[src/rtl/nhci_spi_pkg.sv]
// Shared types and constants for the NHCI SPI master.
//   spi_state_e : engine FSM states
//   DEF_DEPTH   : default FIFO depth (entries, power of two, >= 2)
//   DEF_CLK_DIV : default SCLK half-period in clk_26 cycles (>= 1)
//   level_w()   : width of a FIFO occupancy count, $clog2(depth)+1
package nhci_spi_pkg;

  localparam int unsigned DEF_DEPTH   = 8;
  localparam int unsigned DEF_CLK_DIV = 2;

  typedef enum logic [2:0] {
    ST_IDLE,
    ST_LOAD,
    ST_SHIFT_LO,
    ST_SHIFT_HI,
    ST_DONE
  } spi_state_e;

  function automatic int unsigned level_w(input int unsigned depth);
    return $clog2(depth) + 1;
  endfunction

endpackage

[src/rtl/nhci_spi_engine_if.sv]
// Host/pin bundle of the NHCI SPI master.
//   master : register decoder (push/pop/flags) plus the card's MISO driver
//   slave  : nhci_spi_engine
// Host side : wr_en, wr_data, rd_en, rd_data, ss_req, tx_full, rx_empty,
//             tx_level, rx_level, tx_ovf, ovf_clr, busy
// Pin side  : SS (active low), SCLK (idle low), MOSI, MISO
interface nhci_spi_engine_if #(
  parameter int unsigned DEPTH = nhci_spi_pkg::DEF_DEPTH
) ();

  localparam int unsigned LW = nhci_spi_pkg::level_w(DEPTH);

  logic          wr_en;
  logic [7:0]    wr_data;
  logic          rd_en;
  logic [7:0]    rd_data;
  logic          ss_req;
  logic          tx_full;
  logic          rx_empty;
  logic [LW-1:0] tx_level;
  logic [LW-1:0] rx_level;
  logic          tx_ovf;
  logic          ovf_clr;
  logic          busy;
  logic          SS;
  logic          SCLK;
  logic          MOSI;
  logic          MISO;

  modport master (
    output wr_en, wr_data, rd_en, ss_req, ovf_clr, MISO,
    input  rd_data, tx_full, rx_empty, tx_level, rx_level, tx_ovf, busy,
           SS, SCLK, MOSI
  );

  modport slave (
    input  wr_en, wr_data, rd_en, ss_req, ovf_clr, MISO,
    output rd_data, tx_full, rx_empty, tx_level, rx_level, tx_ovf, busy,
           SS, SCLK, MOSI
  );

endinterface

[src/rtl/nhci_sync_fifo.sv]
// Byte-wide synchronous first-word-fall-through FIFO.
//   clk, rst_n : clock, async active-low reset (empties the FIFO)
//   wr_en_i    : push wr_data_i; dropped while full
//   rd_en_i    : pop head; ignored while empty
//   rd_data_o  : current head (0 after reset)
//   full_o, empty_o, level_o : registered occupancy flags/count
module nhci_sync_fifo
  import nhci_spi_pkg::*;
#(
  parameter int unsigned DEPTH = DEF_DEPTH
) (
  input  logic                      clk,
  input  logic                      rst_n,
  input  logic                      wr_en_i,
  input  logic [7:0]                wr_data_i,
  input  logic                      rd_en_i,
  output logic [7:0]                rd_data_o,
  output logic                      full_o,
  output logic                      empty_o,
  output logic [level_w(DEPTH)-1:0] level_o
);

  localparam int unsigned AW = $clog2(DEPTH);
  localparam int unsigned LW = level_w(DEPTH);

  logic [7:0]    mem_q [DEPTH];
  logic [AW-1:0] wp_q, rp_q;
  logic [LW-1:0] cnt_q, cnt_d;
  logic          full_q, empty_q;
  logic          do_wr_c, do_rd_c;

  // Qualified push/pop and next occupancy
  always_comb begin
    do_wr_c = wr_en_i & ~full_q;
    do_rd_c = rd_en_i & ~empty_q;
    cnt_d   = cnt_q;
    if (do_wr_c && !do_rd_c)      cnt_d = cnt_q + LW'(1);
    else if (!do_wr_c && do_rd_c) cnt_d = cnt_q - LW'(1);
  end

  // Storage, pointers (wrap naturally, DEPTH is a power of two) and flags
  always_ff @(posedge clk or negedge rst_n) begin
    if (!rst_n) begin
      for (int unsigned i = 0; i < DEPTH; i++) mem_q[i] <= '0;
      wp_q    <= '0;
      rp_q    <= '0;
      cnt_q   <= '0;
      full_q  <= 1'b0;
      empty_q <= 1'b1;
    end else begin
      if (do_wr_c) begin
        mem_q[wp_q] <= wr_data_i;
        wp_q        <= wp_q + AW'(1);
      end
      if (do_rd_c) rp_q <= rp_q + AW'(1);
      cnt_q   <= cnt_d;
      full_q  <= (cnt_d == LW'(DEPTH));
      empty_q <= (cnt_d == '0);
    end
  end

  assign rd_data_o = mem_q[rp_q];
  assign full_o    = full_q;
  assign empty_o   = empty_q;
  assign level_o   = cnt_q;

endmodule

[src/rtl/nhci_spi_engine.sv]
// Byte-oriented SPI master (mode 0, MSB first) with TX/RX FIFOs.
//   clk_26  : system clock
//   RESET_N : async active-low reset; aborts any byte and empties both FIFOs
//   bus     : nhci_spi_engine_if.slave (host push/pop/flags and SPI pins)
// Optional build macro NHCI_SPI_LOOPBACK_EN: the shifter samples its own
// MOSI and the MISO pin is ignored.
module nhci_spi_engine
  import nhci_spi_pkg::*;
#(
  parameter int unsigned DEPTH   = DEF_DEPTH,
  parameter int unsigned CLK_DIV = DEF_CLK_DIV
) (
  input  logic              clk_26,
  input  logic              RESET_N,
  nhci_spi_engine_if.slave  bus
);

  localparam int unsigned DW = $clog2(CLK_DIV) + 1;

  spi_state_e    state_q, state_d;
  logic [DW-1:0] div_q, div_d;
  logic [2:0]    bit_q, bit_d;
  logic [7:0]    tx_sh_q, tx_sh_d;
  logic [7:0]    rx_sh_q, rx_sh_d;
  logic          sclk_q, sclk_d;
  logic          mosi_q, mosi_d;
  logic          ss_q, ss_d;
  logic          busy_q, busy_d;
  logic          ovf_q, ovf_d;

  logic          tx_empty, rx_full;
  logic [7:0]    tx_head;
  logic          tx_pop_c, rx_push_c, sample_bit_c;

  assign tx_pop_c  = (state_q == ST_LOAD);
  assign rx_push_c = (state_q == ST_DONE);

`ifdef NHCI_SPI_LOOPBACK_EN
  assign sample_bit_c = mosi_q;
`else
  assign sample_bit_c = bus.MISO;
`endif

  nhci_sync_fifo #(.DEPTH(DEPTH)) u_tx_fifo (
    .clk       (clk_26),
    .rst_n     (RESET_N),
    .wr_en_i   (bus.wr_en),
    .wr_data_i (bus.wr_data),
    .rd_en_i   (tx_pop_c),
    .rd_data_o (tx_head),
    .full_o    (bus.tx_full),
    .empty_o   (tx_empty),
    .level_o   (bus.tx_level)
  );

  nhci_sync_fifo #(.DEPTH(DEPTH)) u_rx_fifo (
    .clk       (clk_26),
    .rst_n     (RESET_N),
    .wr_en_i   (rx_push_c),
    .wr_data_i (rx_sh_q),
    .rd_en_i   (bus.rd_en),
    .rd_data_o (bus.rd_data),
    .full_o    (rx_full),
    .empty_o   (bus.rx_empty),
    .level_o   (bus.rx_level)
  );

  // Next-state, shifter and pin logic
  always_comb begin
    state_d = state_q;
    div_d   = div_q;
    bit_d   = bit_q;
    tx_sh_d = tx_sh_q;
    rx_sh_d = rx_sh_q;
    sclk_d  = sclk_q;
    mosi_d  = mosi_q;
    unique case (state_q)
      ST_IDLE: begin
        sclk_d = 1'b0;
        // RX must have room before a byte starts, so RX can never overrun
        if (!tx_empty && !rx_full && bus.ss_req) begin
          state_d = ST_LOAD;
          mosi_d  = tx_head[7];
        end
      end
      ST_LOAD: begin
        tx_sh_d = tx_head;
        div_d   = '0;
        bit_d   = '0;
        state_d = ST_SHIFT_LO;
      end
      ST_SHIFT_LO: begin
        if (div_q == DW'(CLK_DIV - 1)) begin
          div_d   = '0;
          sclk_d  = 1'b1;
          rx_sh_d = {rx_sh_q[6:0], sample_bit_c};
          state_d = ST_SHIFT_HI;
        end else begin
          div_d = div_q + DW'(1);
        end
      end
      ST_SHIFT_HI: begin
        if (div_q == DW'(CLK_DIV - 1)) begin
          div_d  = '0;
          sclk_d = 1'b0;
          if (bit_q == 3'd7) begin
            mosi_d  = 1'b0;
            state_d = ST_DONE;
          end else begin
            // Rotate so the next bit sits at [7] and drives MOSI on the fall
            tx_sh_d = {tx_sh_q[6:0], tx_sh_q[7]};
            mosi_d  = tx_sh_q[6];
            bit_d   = bit_q + 3'd1;
            state_d = ST_SHIFT_LO;
          end
        end else begin
          div_d = div_q + DW'(1);
        end
      end
      ST_DONE: state_d = ST_IDLE;
      default: state_d = ST_IDLE;
    endcase
    busy_d = (state_d != ST_IDLE);
    // Dropping ss_req mid-byte keeps SS low until the byte completes
    ss_d   = ~(bus.ss_req | busy_d);
    ovf_d  = (ovf_q & ~bus.ovf_clr) | (bus.wr_en & bus.tx_full);
  end

  // State and output registers
  always_ff @(posedge clk_26 or negedge RESET_N) begin
    if (!RESET_N) begin
      state_q <= ST_IDLE;
      div_q   <= '0;
      bit_q   <= '0;
      tx_sh_q <= '0;
      rx_sh_q <= '0;
      sclk_q  <= 1'b0;
      mosi_q  <= 1'b0;
      ss_q    <= 1'b1;
      busy_q  <= 1'b0;
      ovf_q   <= 1'b0;
    end else begin
      state_q <= state_d;
      div_q   <= div_d;
      bit_q   <= bit_d;
      tx_sh_q <= tx_sh_d;
      rx_sh_q <= rx_sh_d;
      sclk_q  <= sclk_d;
      mosi_q  <= mosi_d;
      ss_q    <= ss_d;
      busy_q  <= busy_d;
      ovf_q   <= ovf_d;
    end
  end

  assign bus.SCLK   = sclk_q;
  assign bus.MOSI   = mosi_q;
  assign bus.SS     = ss_q;
  assign bus.busy   = busy_q;
  assign bus.tx_ovf = ovf_q;

endmodule

[src/flat_wrapper.sv]
// flat-port wrapper written by rule: the top's interface ports become plain ports
module nhci_spi_engine_flat import nhci_spi_pkg::*;
#(
  parameter int unsigned DEPTH   = DEF_DEPTH,
  parameter int unsigned CLK_DIV = DEF_CLK_DIV
)
  (clk_26, RESET_N, bus_wr_en, bus_wr_data, bus_rd_en, bus_ss_req, bus_ovf_clr, bus_MISO, bus_rd_data, bus_tx_full, bus_rx_empty, bus_tx_level, bus_rx_level, bus_tx_ovf, bus_busy, bus_SS, bus_SCLK, bus_MOSI);
  nhci_spi_engine_if #(.DEPTH(DEPTH)) bus_i ();
  input  logic clk_26;
  input  logic RESET_N;
  input wire logic [$bits(bus_i.wr_en)-1:0] bus_wr_en;
  input wire logic [$bits(bus_i.wr_data)-1:0] bus_wr_data;
  input wire logic [$bits(bus_i.rd_en)-1:0] bus_rd_en;
  input wire logic [$bits(bus_i.ss_req)-1:0] bus_ss_req;
  input wire logic [$bits(bus_i.ovf_clr)-1:0] bus_ovf_clr;
  input wire logic [$bits(bus_i.MISO)-1:0] bus_MISO;
  output wire logic [$bits(bus_i.rd_data)-1:0] bus_rd_data;
  output wire logic [$bits(bus_i.tx_full)-1:0] bus_tx_full;
  output wire logic [$bits(bus_i.rx_empty)-1:0] bus_rx_empty;
  output wire logic [$bits(bus_i.tx_level)-1:0] bus_tx_level;
  output wire logic [$bits(bus_i.rx_level)-1:0] bus_rx_level;
  output wire logic [$bits(bus_i.tx_ovf)-1:0] bus_tx_ovf;
  output wire logic [$bits(bus_i.busy)-1:0] bus_busy;
  output wire logic [$bits(bus_i.SS)-1:0] bus_SS;
  output wire logic [$bits(bus_i.SCLK)-1:0] bus_SCLK;
  output wire logic [$bits(bus_i.MOSI)-1:0] bus_MOSI;
  assign bus_i.wr_en = bus_wr_en;
  assign bus_i.wr_data = bus_wr_data;
  assign bus_i.rd_en = bus_rd_en;
  assign bus_i.ss_req = bus_ss_req;
  assign bus_i.ovf_clr = bus_ovf_clr;
  assign bus_i.MISO = bus_MISO;
  assign bus_rd_data = bus_i.rd_data;
  assign bus_tx_full = bus_i.tx_full;
  assign bus_rx_empty = bus_i.rx_empty;
  assign bus_tx_level = bus_i.tx_level;
  assign bus_rx_level = bus_i.rx_level;
  assign bus_tx_ovf = bus_i.tx_ovf;
  assign bus_busy = bus_i.busy;
  assign bus_SS = bus_i.SS;
  assign bus_SCLK = bus_i.SCLK;
  assign bus_MOSI = bus_i.MOSI;
  nhci_spi_engine #(.DEPTH(DEPTH), .CLK_DIV(CLK_DIV)) u_core (.clk_26(clk_26), .RESET_N(RESET_N), .bus(bus_i));
endmodule
[config.mk]
export PLATFORM = sky130hd
export DESIGN_NAME = nhci_spi_engine_flat
export DESIGN_NICKNAME = d
export VERILOG_FILES = /design/src/rtl/nhci_spi_pkg.sv /design/src/rtl/nhci_spi_engine_if.sv /design/src/rtl/nhci_sync_fifo.sv /design/src/rtl/nhci_spi_engine.sv /design/src/flat_wrapper.sv
export SDC_FILE = /design/constraint.sdc
export NUM_CORES = 1
export LEC_CHECK = 0
export ABC_AREA = 1
export BUFFER_PORTS_ARGS = -buffer_cell sky130_fd_sc_hd__buf_2
export CAP_MARGIN = 10
export CORE_AREA = 2 2 91 181
export DETAILED_ROUTE_END_ITERATION = 8
export DIE_AREA = 0 0 93 183
export PLACE_DENSITY = 0.8
export SLEW_MARGIN = 40
export SYNTH_ARGS = -nofsm -noshare
export SYNTH_HDL_FRONTEND = slang
export SYNTH_SLANG_ARGS = --single-unit
[constraint.sdc]
create_clock -name clk_26 -period 2.55 [get_ports clk_26]
set_clock_uncertainty 0.15 [all_clocks]
set_input_delay 0.3825 -clock clk_26 [delete_from_list [all_inputs] [get_ports clk_26]]
set_output_delay 0.3825 -clock clk_26 [all_outputs]
set_load 0.1 [all_outputs]
Word level (Yosys, flattened, before mapping) --
Index checks and enable logic that the tools add are counted.
Operators by class: $add $sub $neg 10, order comparisons 6, equality and inequality tests 12, multiplexer cells 36, bitwise operators 18, reductions and logical operators 27
Operator list (number):
- 64-bit bitwise mux | 2
- 8-bit two-way mux | 8
- 8-bit binary-select mux with 3-bit select | 2
- 8-bit demux with 3-bit select | 2
- 3-bit two-way mux | 6
- 4-bit greater-or-equal comparator, second input constant | 4
- 4-bit two-way mux | 4
- 3-bit inverter with 4-bit output | 4
- 8-bit one-hot mux with 2 select lines | 1
- 3-bit by 1-bit adder with 3-bit output, second input constant | 5
- 3-bit one-hot mux with 4 select lines | 1
- 3-bit AND reduction | 3
- 4-bit by 1-bit adder with 4-bit output, second input constant | 2
- 4-bit equality test, second input constant | 2
- 1-bit logical AND | 8
- 4-bit logical NOT | 2
- 4-bit by 1-bit less-than comparator with 1-bit output, second input constant | 2
- 4-bit by 1-bit subtractor with 4-bit output, second input constant | 2
- 1-bit AND | 6
- 3-bit by 2-bit equality test with 1-bit output, second input constant | 2
- 3-bit equality test, second input constant | 2
- 1-bit logical NOT | 6
- 2-bit by 1-bit != test with 1-bit output, second input constant | 3
- 1-bit inverter | 6
- 16 further kinds | 24
Word-level totals: flip-flop bits (word level) 181, bits of input ports 15, output and inout port bits 23, logic and storage cells 145

Longest topological paths before layout --
Gate-level depths: netlist (run 1).
depth after elaboration 8, depth in mapped cells 10, depth with buffers taken out 10

Hierarchy --
Synthesis (run 1) repeated with hierarchy kept, for this count alone.
Second synthesis, totals: cells, all modules 1037, area total of the unflattened synthesis 8503.2 um^2
By module, submodules not included:
- nhci_sync_fifo at u_core.u_tx_fifo | times used 1, cells an instance 434, area an instance 3575.9 um^2, seq. area each 1903.1 um^2
- nhci_sync_fifo at u_core.u_rx_fifo | times used 1, cells an instance 428, area an instance 3528.4 um^2, seq. area each 1903.1 um^2
- nhci_spi_engine | times used 1, cells an instance 175, area an instance 1398.8 um^2, seq. area each 726.9 um^2

Worst setup path after synthesis (run 1) --
Ideal clock, no wire load.
path type register to output, start reg u_core.u_rx_fifo.rp_q[0], end out bus_rd_data[2], data arrival time 2618 ps, required time 2017 ps, path slack -600 ps, stages on the path, launching flop included 7, path buffers 1, cell sequence dfrtp_1 > inv_1 > clkbuf_1 > nor2_1 > o21ai_0 > a21oi_1 > a31oi_1
On the way: cells in the longest elaborated chain, start to end 4
RTL lines:
- start: declaration | RTL line nhci_sync_fifo.sv:27 | logic [AW-1:0] wp_q, rp_q;
- start signal: assignment | RTL line nhci_sync_fifo.sv:55 | if (do_rd_c) rp_q <= rp_q + AW'(1);
- 3-bit inverter with 4-bit output (not written as such) | RTL line nhci_sync_fifo.sv:62 | assign rd_data_o = mem_q[rp_q];
- 8-bit binary-select mux with 3-bit select | RTL line nhci_sync_fifo.sv:62
- 8-bit two-way mux (not written as such) (2 in series) | RTL line nhci_sync_fifo.sv:62
- end: declaration | RTL line flat_wrapper.sv:17 | output wire logic [$bits(bus_i.rd_data)-1:0] bus_rd_data;
No other way between the ends. The select of a mux whose other input is x is not followed.

Worst setup path in the final report (run 1) --
start reg u_core.u_rx_fifo.rp_q[0], end out bus_rd_data[0]
Same word-level chain as after synthesis.

==> results of run 1 <==
-- layout make-up --
class	instances	share of cell area
clock buffer	19	0.0461
multi-input combinational	695	0.366
clock inverter	13	0.0107
sequential	181	0.472
inverter	66	0.0270
timing repair buffer	59	0.0516
tap	201	0.0262
-- worst paths after layout --
path / start / end / slack, ns / depth (start not counted)
setup / recovery: u_core.u_rx_fifo.rp_q[0] / bus_rd_data[0] / 0.05 / 8
hold / removal: bus_MISO / u_core.rx_sh_q[0] / 0.02 / 3
setup reg to reg: u_core.bit_q[0] / u_core.tx_sh_q[0] / 0.42 / 7
hold reg to reg: u_core.bit_q[0] / u_core.bit_q[0] / 0.33 / 1
max in group asynchronous: RESET_N / u_core.u_rx_fifo.mem_q[18] / 1.23 / 3
min in group asynchronous: RESET_N / u_core.u_tx_fifo.mem_q[48] / 0.29 / 2
-- metal layers --
layer | global-route usage | wire (um)
met4 | 0.115 | 592
met3 | 0.0370 | 1100
met1 | 0.345 | 8510
met5 | 0 | 0
met2 | 0.397 | 9670
-- timing repair --
| item | in CTS | in global routing |
|---|---|---|
| hold buffers | 3 | 0 |
| endpoints found under the setup margin | 6 | 7 |
| resized for setup | 4 | 9 |
| buffers inserted | 0 | 2 |
| hold endpoints to repair | 39 | 0 |
| pin swaps | 0 | 0 |
-- power by group --
part	internal, W	total, W	switching (W)	leakage [nW]
combinational	0.00181	0.00613	0.00432	2.00
clock	0.00128	0.00244	0.00115	0.260
sequential	0.00374	0.00438	0.000643	2.29
total	0.00683	0.0130	0.00612	4.55
-- per-stage QoR --
step | TNS, ns | std cells | instance area (um^2) | hold WS, ns
finish | 0 | 1234 | 9600 | 0.0186
global route | -0.0260 | 1234 | 9600 | 0.0272
CTS | -0.0100 | 1232 | 9560 | 0.0174
detailed placement | 0 | 1197 | 8970 | 0.188
global placement | 0 | 1197 | 8970 | 0.183
floorplan | -0.0362 | 981 | 8530 | -0.0631
-- state kept, by name, indices dropped and copies added (netlist names), 2 cells and up --
name and cells:
u_core.u_rx_fifo.mem_q 64, u_core.u_tx_fifo.mem_q 64, u_core.rx_sh_q 8, u_core.tx_sh_q 8, u_core.u_rx_fifo.level_o 4, u_core.u_tx_fifo.level_o 4, u_core.bit_q 3, u_core.state_q 3
u_core.u_rx_fifo.rp_q 3, u_core.u_rx_fifo.wp_q 3, u_core.u_tx_fifo.rp_q 3, u_core.u_tx_fifo.wp_q 3, u_core.div_q 2
-- cell families after synthesis --
family	count (synthesis)	share of synthesized area
fa+ha+maj	11	0.0163
buf+inv	105	0.0566
simple gates	461	0.244
compound gates	214	0.137
xor+xnor	9	0.00934
flops	181	0.537
-- cell usage in the layout, fill, tap and decap left out, types with 3 or more instances in the layout --
master         instances
buf_2                 28
o211ai_1               4
nor3_4                 3
nor2_1                89
o21ai_2               16
clkinv_4               6
nand4_1                3
ha_1                  11
clkbuf_16             17
buf_6                  4
inv_2                  6
nor2_4                 3
nand4_4                7
inv_1                 55
a31oi_2                4
xor2_1                 8
a21oi_1               38
dfrtp_1              178
buf_12                 8
nor3_1                 4
dlygate4sd3_1          3
o21ai_0               94
o21ai_1               52
a31oi_4                4
buf_4                 16
clkinvlp_4             4
inv_6                  3
nand2_2                6
nand2_1              265
dfstp_2                3
nand3_1               76
-- critical path: stages, from the launching register on --
cell and delay, ns:
dfrtp_1 0.44, inv_4 0.13, buf_6 0.15, buf_4 0.14, nor2_1 0.04, o21ai_1 0.12, a21oi_1 0.06, a31oi_2 0.23
buf_12 0.21
==> impl_metrics.py, run 1 <==
metrics = {
    "synth": {
        "synth_ff_type": "dfrtp_1",
        "ys_ff_latch": 181,
        "avgSynthCellArea_um2": 8.61,
        "synthesis.area_um2": 8440,
        "synth_cell_types": 33,
        "yosysWarnings": 0,
        "netlist_instances": 981,
        "synth_top_area_share": 0.527,
        "yosysTopAreaCell": "dfrtp_1",
        "async_flop_share": 1.00,
        "synth_area_leaders": "dfrtp_1 (53%), nand2_1 (12%), o21ai_0 (5.6%), nand3_1 (4.5%), nor2_1 (4.0%)",
        "synth.most_common_cell": "nand2_1",
        "synth_edf_count": 0,
        "synth_common_cells": "nand2_1 (265), dfrtp_1 (178), o21ai_0 (95), nor2_1 (89), nand3_1 (76)",
        "synth.yosys.seq_area_share": 0.537,
        "synth_nets": 1007,
    },
    "place": {
        "dp_hpwl_um": 12900,
        "pre_cts_ws_ns": 0.327,
        "place_congestion": 0.922,
        "port_buffers": 37,
    },
    "clocking": {
        "htree_levels": 4,
        "clkTransAtPathRegs_ns": 0.07,
        "clockRootBuffer": "clkbuf_16",
        "cts_sinks": 181,
        "cts_buffers": 17,
        "cts_tree": "yes",
        "clockBufferDepth": 2,
        "clk_latency_ns": 0.44,
    },
    "setup_path": {
        "path_class": "flop to primary output",
        "cp_max_fo": 10,
        "arrival_ns": 1.97,
        "start_kind": "flop",
        "cp-end-kind": "primary output",
        "required_ns": 2.02,
    },
    "die": {
        "start_util": 0.541,
        "ios": 38,
        "core_area_um2": 15600,
        "fp.dieH_um": 183,
        "num_rows": 65,
        "die_w_um": 93,
        "die_area_um2": 17000,
    },
    "timing": {
        "final_max_slew_viol_count": 0,
        "hold_viol_final": 0,
        "setup_viol": 0,
        "max_slew_margin": 0.508,
        "worst_pin_slew_ns": 0.736,
        "fin_ws_ns": 0.0502,
        "rsz0062_at_grt": "yes",
        "fin_crit_sh": 0.980,
        "min_period_ns": 2.50,
        "max_freq_mhz": 400,
    },
    "final_layout": {
        "fill_cells": 1305,
        "fin_nets": 1046,
        "seqCellArea_um2": 4530,
        "fin_util": 0.615,
        "final_layout_size_suffix_gt1_frac": 0.139,
        "multi_input_area_um2": 3520,
        "syn2layout_area_growth_pct": 13.7,
        "antenna_cells": 0,
    },
    "global_routing": {
        "antenna_found_initial": 0,
        "grt_pass1_wl_um": 33900,
        "grt_overflow": 0,
        "grt_max_degree": 70,
        "grtUsageTotal": 0.252,
        "grt_pass1_vias": 6957,
    },
    "power": {
        "total_power_w": 0.0130,
        "p_leak_nw": 4.55,
        "p_per_area_nw_per_um2": 1350,
        "peakVddDrop_v": 0.00105,
    },
    "route": {
        "dr_total_vias": 7006,
        "wl_per_cell_um": 16.1,
        "drc_errors": 0,
        "dr.first_iter.drc_count": 753,
        "antenna_left": 0,
        "drtPass1Iterations": 5,
        "wl_um": 19900,
        "avgViaCountPerCell": 5.68,
    },
    "outcome": {
        "status": "finished clean",
    },
    "worst_hold_path": {
        "hold_class": "primary input to flop",
    },
    "run": {
        "drv_cap": 0,
    },
}
Note: power is estimated with default switching activity, not from simulation.
==> run 2: changes to the inputs <==
--- a/config.mk
+++ b/config.mk
@@ -9,6 +9,8 @@
 export BUFFER_PORTS_ARGS = -buffer_cell sky130_fd_sc_hd__buf_2
 export CAP_MARGIN = 10
 export CORE_AREA = 2 2 91 181
+export CTS_BUF_LIST = sky130_fd_sc_hd__clkbuf_8
+export CTS_CLUSTER_DIAMETER = 150
 export DETAILED_ROUTE_END_ITERATION = 8
 export DIE_AREA = 0 0 93 183
 export PLACE_DENSITY = 0.8
==> constraint.sdc (replaced) <==
create_clock -name clk_26 -period 3.14 [get_ports clk_26]
set_clock_uncertainty 0.15 [all_clocks]
set_input_delay 0.471 -clock clk_26 [delete_from_list [all_inputs] [get_ports clk_26]]
set_output_delay 0.471 -clock clk_26 [all_outputs]
set_load 0.1 [all_outputs]
==> run 2 against run 1 <==
Setup slack gained 0.13 ns. Sequential share of layout area grew 1.3 points. Final area shrank 2.7%. Critical endpoint unchanged. Largest cell class unchanged. Largest power group unchanged.
==> impl_metrics.py, run 2 (same netlist as run 1, synthesis figures left out) <==
metrics = {
    "setup_path": {
        "crit_path_max_incr_delay_ns": 0.77,
        "cp_max_fo": 23,
        "crit_family": "flip-flops",
        "worst_path_most_repeated_cell": "o21ai_0",
        "required_ns": 2.52,
        "path_class": "flop to primary output",
        "slowest_stage": "dfrtp_1",
        "crit_chain": "buf_4, o21ai_0, o21ai_0, a21oi_1, a31oi_2, buf_12",
        "r2r_slack_ns": 0.95,
        "path_buf_inv": 2,
        "cp-end-kind": "primary output",
        "ff2ff_path_depth": 7,
        "cp.depth": 6,
        "start_kind": "flop",
        "arrival_ns": 2.34,
    },
    "timing": {
        "final_max_slew_viol_count": 0,
        "max_freq_mhz": 337,
        "min_period_ns": 2.96,
        "setup_viol": 0,
        "rsz0062_at_grt": "no",
        "worst_pin_slew_ns": 0.737,
        "fin_crit_sh": 0.944,
        "hold_viol_final": 0,
        "fin_tns_setup_ns": 0,
        "max_slew_margin": 0.507,
    },
    "global_routing": {
        "grt_pass1_vias": 6509,
        "grt.busiest_layer": "met2",
        "grt_pass1_wl_um": 32000,
        "use_met3": 0.0440,
        "grtUsageTotal": 0.239,
        "use_met2": 0.370,
        "grtUsageMet1": 0.338,
        "grt_max_degree": 73,
        "grt_overflow": 0,
        "antenna_found_initial": 0,
    },
    "power": {
        "total_power_w": 0.0100,
        "p_leak_nw": 4.44,
        "p_per_area_nw_per_um2": 1070,
        "peakVddDrop_v": 0.00101,
        "combPwrFrac": 0.483,
        "internal-power_w": 0.00518,
        "seqPwrFrac": 0.356,
        "switching_share": 0.482,
        "p_clk_frac": 0.161,
        "p_sw_w": 0.00482,
    },
    "run": {
        "drv_cap": 0,
    },
    "final_layout": {
        "seqCellArea_um2": 4530,
        "fin_nets": 1038,
        "multi_input_area_um2": 3480,
        "final_layout_size_suffix_gt1_frac": 0.134,
        "mostFrequentLayoutCell": "nand2_1",
        "layout_common_cells": "nand2_1 (265), dfrtp_1 (178), o21ai_0 (95), nor2_1 (89), nand3_1 (76)",
        "antenna_cells": 0,
        "syn2layout_area_growth_pct": 10.7,
        "reg_top3": "u_core.u_rx_fifo.mem_q (64), u_core.u_tx_fifo.mem_q (64)",
        "fill_cells": 1353,
    },
    "route": {
        "antenna_left": 0,
        "dr.first_iter.drc_count": 625,
        "drtPass1Iterations": 8,
        "drc_errors": 0,
        "wl_per_cell_um": 15.6,
        "avgViaCountPerCell": 5.65,
        "dr_total_vias": 6931,
        "wl_um": 19100,
    },
    "die": {
        "ios": 38,
        "die_w_um": 93,
        "num_rows": 65,
        "start_util": 0.541,
        "die_area_um2": 17000,
        "fp.dieH_um": 183,
        "core_area_um2": 15600,
    },
    "clocking": {
        "ctsResizeCount": 0,
        "cts_tree": "yes",
        "clkTransAtPathRegs_ns": 0.10,
        "clk_latency_ns": 0.49,
        "cts_sinks": 181,
        "cts_buffers": 17,
        "clockBufferDepth": 2,
        "clockRootBuffer": "clkbuf_8",
        "htree_levels": 4,
    },
    "place": {
        "dp_hpwl_um": 12400,
        "port_buffers": 37,
        "place_congestion": 0.918,
    },
    "worst_hold_path": {
        "min_delay_path_depth": 2,
        "hold_class": "primary input to flop",
    },
    "outcome": {
        "status": "finished clean",
    },
}
-- run 2: changes by cell type in the layout (fill, tap and decap cells not counted), sizes merged --
cell and change:
clkinv +1, inv -1, buf -7, clkbuf -1, bufinv +2, dlygate4sd3 -1
clkinvlp -1
-- run 2: metal layers --
metal  share of wire  up-vias
met4           0.021        0
li1                -     3296
met3           0.064       38
met5               0        -
met1            0.44     3304
met2            0.48      293
-- run 2: what timing repair did --
item / CTS / global route
setup buffers: 0 / 0
hold buffers: 2 / 0
hold endpoints to repair: 66 / 0
-- run 2: path summary, 6_finish.rpt --
check                                         start                         end
max in group asynchronous                   RESET_N  u_core.u_rx_fifo.mem_q[10]
setup reg to reg                    u_core.bit_q[0]           u_core.tx_sh_q[0]
hold / removal                          bus_ovf_clr           u_core.bus.tx_ovf
setup / recovery           u_core.u_rx_fifo.rp_q[0]              bus_rd_data[0]
min in group asynchronous                   RESET_N  u_core.u_tx_fifo.mem_q[49]
hold reg to reg                     u_core.bit_q[0]             u_core.bit_q[0]
-- run 2: layout make-up --
cell class,count,area share
clock buffers,18,0.0265
clock inverters,14,0.0165
inverters,66,0.0270
multi-input cells,695,0.373
flip-flops and latches,181,0.485
well taps,201,0.0269
repair buffers,51,0.0451
-- run 2: power by group through the flow --
stage                     combinational, W  sequential (W)  clock, W
after floorplan                    0.00307         0.00402         0
after global placement             0.00470         0.00355         0
after detailed placement           0.00481         0.00358         0
after CTS                          0.00484         0.00354   0.00163
after global routing               0.00529         0.00365   0.00173
final                              0.00483         0.00356   0.00161
-- run 2: per-stage QoR --
stage / util / setup WS [ns] / hold slack (ns) / instances / instance area [um^2]
detailed placement: 0.571 / 0.735 / 0.318 / 1192 / 8920
global placement: 0.571 / 0.740 / 0.309 / 1192 / 8920
CTS: 0.598 / 0.207 / 0.00382 / 1226 / 9340
floorplan: - / 0.465 / 0.0254 / 981 / 8490
finish: 0.598 / 0.177 / 0.0229 / 1226 / 9340
global route: 0.598 / 0.0217 / 0.0117 / 1226 / 9340
==> run 3: changes to the inputs <==
--- a/config.mk
+++ b/config.mk
@@ -13,6 +13,7 @@
 export CTS_CLUSTER_DIAMETER = 150
 export DETAILED_ROUTE_END_ITERATION = 8
 export DIE_AREA = 0 0 93 183
+export MAX_ROUTING_LAYER = met4
 export PLACE_DENSITY = 0.8
 export SLEW_MARGIN = 40
 export SYNTH_ARGS = -nofsm -noshare
==> run 3 against run 2 <==
Sequential share of layout area did not move. Power barely moved. Sequential power barely moved. Critical path type unchanged. Critical endpoint unchanged. Largest cell class unchanged.
==> impl_metrics.py, run 3 (same netlist as run 1, synthesis figures left out) <==
metrics = {
    "final_layout": {
        "fin_util": 0.598,
        "fin_cells": 1226,
        "mostFrequentLayoutCell": "nand2_1",
        "fin_nets": 1038,
        "reg_top3": "u_core.u_rx_fifo.mem_q (64), u_core.u_tx_fifo.mem_q (64)",
        "layout_common_cells": "nand2_1 (265), dfrtp_1 (178), o21ai_0 (95), nor2_1 (89), nand3_1 (76)",
        "finalInstanceArea_um2": 9340,
        "syn2layout_area_growth_pct": 10.7,
        "final_layout_size_suffix_gt1_frac": 0.134,
        "antenna_cells": 0,
    },
    "clocking": {
        "cts_buffers": 17,
        "clockRootBuffer": "clkbuf_8",
        "clockBufferDepth": 2,
        "clk_latency_ns": 0.49,
        "cts_tree": "yes",
        "clkTransAtPathRegs_ns": 0.10,
        "post_cts_buffers": 0,
        "htree_levels": 4,
        "cts_sinks": 181,
    },
    "setup_path": {
        "cp_max_fo": 23,
        "arrival_ns": 2.36,
        "cp-end-kind": "primary output",
        "start_kind": "flop",
        "path_class": "flop to primary output",
        "startpoint": "u_core.u_rx_fifo.rp_q[0]",
        "required_ns": 2.52,
        "r2r_slack_ns": 0.95,
        "rr_startpoint": "u_core.bit_q[0]",
    },
    "global_routing": {
        "grt.busiest_layer": "met2",
        "grt_pass1_vias": 6521,
        "grt_overflow": 0,
        "grt_pass1_wl_um": 32000,
        "antenna_found_initial": 0,
        "grtUsageTotal": 0.245,
        "grt_max_degree": 73,
        "grtUsageMet1": 0.338,
        "use_met3": 0.0423,
        "use_met2": 0.371,
    },
    "power": {
        "p_per_area_nw_per_um2": 1070,
        "total_power_w": 0.0100,
        "p_leak_nw": 4.44,
        "peakVddDrop_v": 0.00100,
    },
    "timing": {
        "min_period_ns": 2.98,
        "max_slew_margin": 0.506,
        "worst_pin_slew_ns": 0.738,
        "fin_crit_sh": 0.949,
        "final_max_slew_viol_count": 0,
        "hold_viol_final": 0,
        "rsz0062_at_grt": "no",
        "setup_viol": 0,
        "fin_tns_setup_ns": 0,
        "max_freq_mhz": 336,
    },
    "route": {
        "dr_total_vias": 6901,
        "wl_per_cell_um": 15.7,
        "wl_um": 19200,
        "dr.first_iter.drc_count": 632,
        "drc_errors": 0,
        "drtPass1Iterations": 8,
        "avgViaCountPerCell": 5.63,
        "antenna_left": 0,
    },
    "die": {
        "core_area_um2": 15600,
        "ios": 38,
        "num_rows": 65,
        "die_area_um2": 17000,
        "die_w_um": 93,
        "fp.dieH_um": 183,
        "start_util": 0.541,
    },
    "place": {
        "place_congestion": 0.934,
        "port_buffers": 37,
        "dp.cells": 1192,
        "dp_hpwl_um": 12400,
        "placed_area_um2": 8920,
    },
    "worst_hold_path": {
        "hold_path_startpoint": "bus_ovf_clr",
        "hold_class": "primary input to flop",
    },
    "run": {
        "drv_cap": 0,
    },
    "outcome": {
        "status": "finished clean",
    },
}
run 3: cell counts in the layout (fill, tap and decap cells not counted):
No cell type changed its count.
run 3: repair_timing:
action                     CTS  global route
setup endpoints to repair    0             0
hold endpoints to repair    66             0
gates resized for setup      0             0
hold buffers                 2             0
run 3: path summary, 6_finish.rpt:
check,to,depth (start not counted)
min in group asynchronous,u_core.u_tx_fifo.mem_q[49],2
worst max register to register,u_core.tx_sh_q[0],7
worst min-delay path,u_core.bus.tx_ovf,2
worst min register to register,u_core.bit_q[0],1
max in group asynchronous,u_core.u_rx_fifo.mem_q[3],3
worst max-delay path,bus_rd_data[0],6
run 3: area by class of cell:
type                            instances  area, um^2
Clock buffer                           18         248
Fill cell                            1353        6270
Multi-Input combinational cell        695        3480
Inverter                               66         253
Timing Repair Buffer                   51         422
Tap cell                              201         251
Clock inverter                         14         154
Sequential cell                       181        4530
run 3: where the power goes:
part | internal [W] | total [W] | switching [W]
Clock | 0.000734 | 0.00162 | 0.000881
Sequential | 0.00303 | 0.00356 | 0.000529
Combinational | 0.00142 | 0.00483 | 0.00342
Total | 0.00518 | 0.0100 | 0.00483
run 3: metal layers:
| metal | routed length (um) | share of wire | up-vias |
|---|---|---|---|
| met4 | 391 | 0.020 | 0 |
| met3 | 1180 | 0.061 | 42 |
| met2 | 9180 | 0.48 | 286 |
| met5 | 0 | 0 | - |
| li1 | - | - | 3288 |
| met1 | 8450 | 0.44 | 3285 |
run 3: per-stage QoR:
| stage | hold slack, ns | setup slack (ns) |
|---|---|---|
| 2_1_floorplan | 0.0254 | 0.465 |
| 4_1_cts | 0.00382 | 0.207 |
| 6_report | 0.0220 | 0.161 |
| 5_1_grt | 0.0144 | 0.0212 |
| 3_5_place_dp | 0.318 | 0.735 |
| 3_3_place_gp | 0.309 | 0.740 |
run 3: worst max-delay path: stages, from the launching register on:
cell and delay, ns:
dfrtp_1 0.77, buf_4 0.29, nor2_1 0.06, nor2_1 0.11, o21ai_0 0.12, a31oi_2 0.28, buf_12 0.21
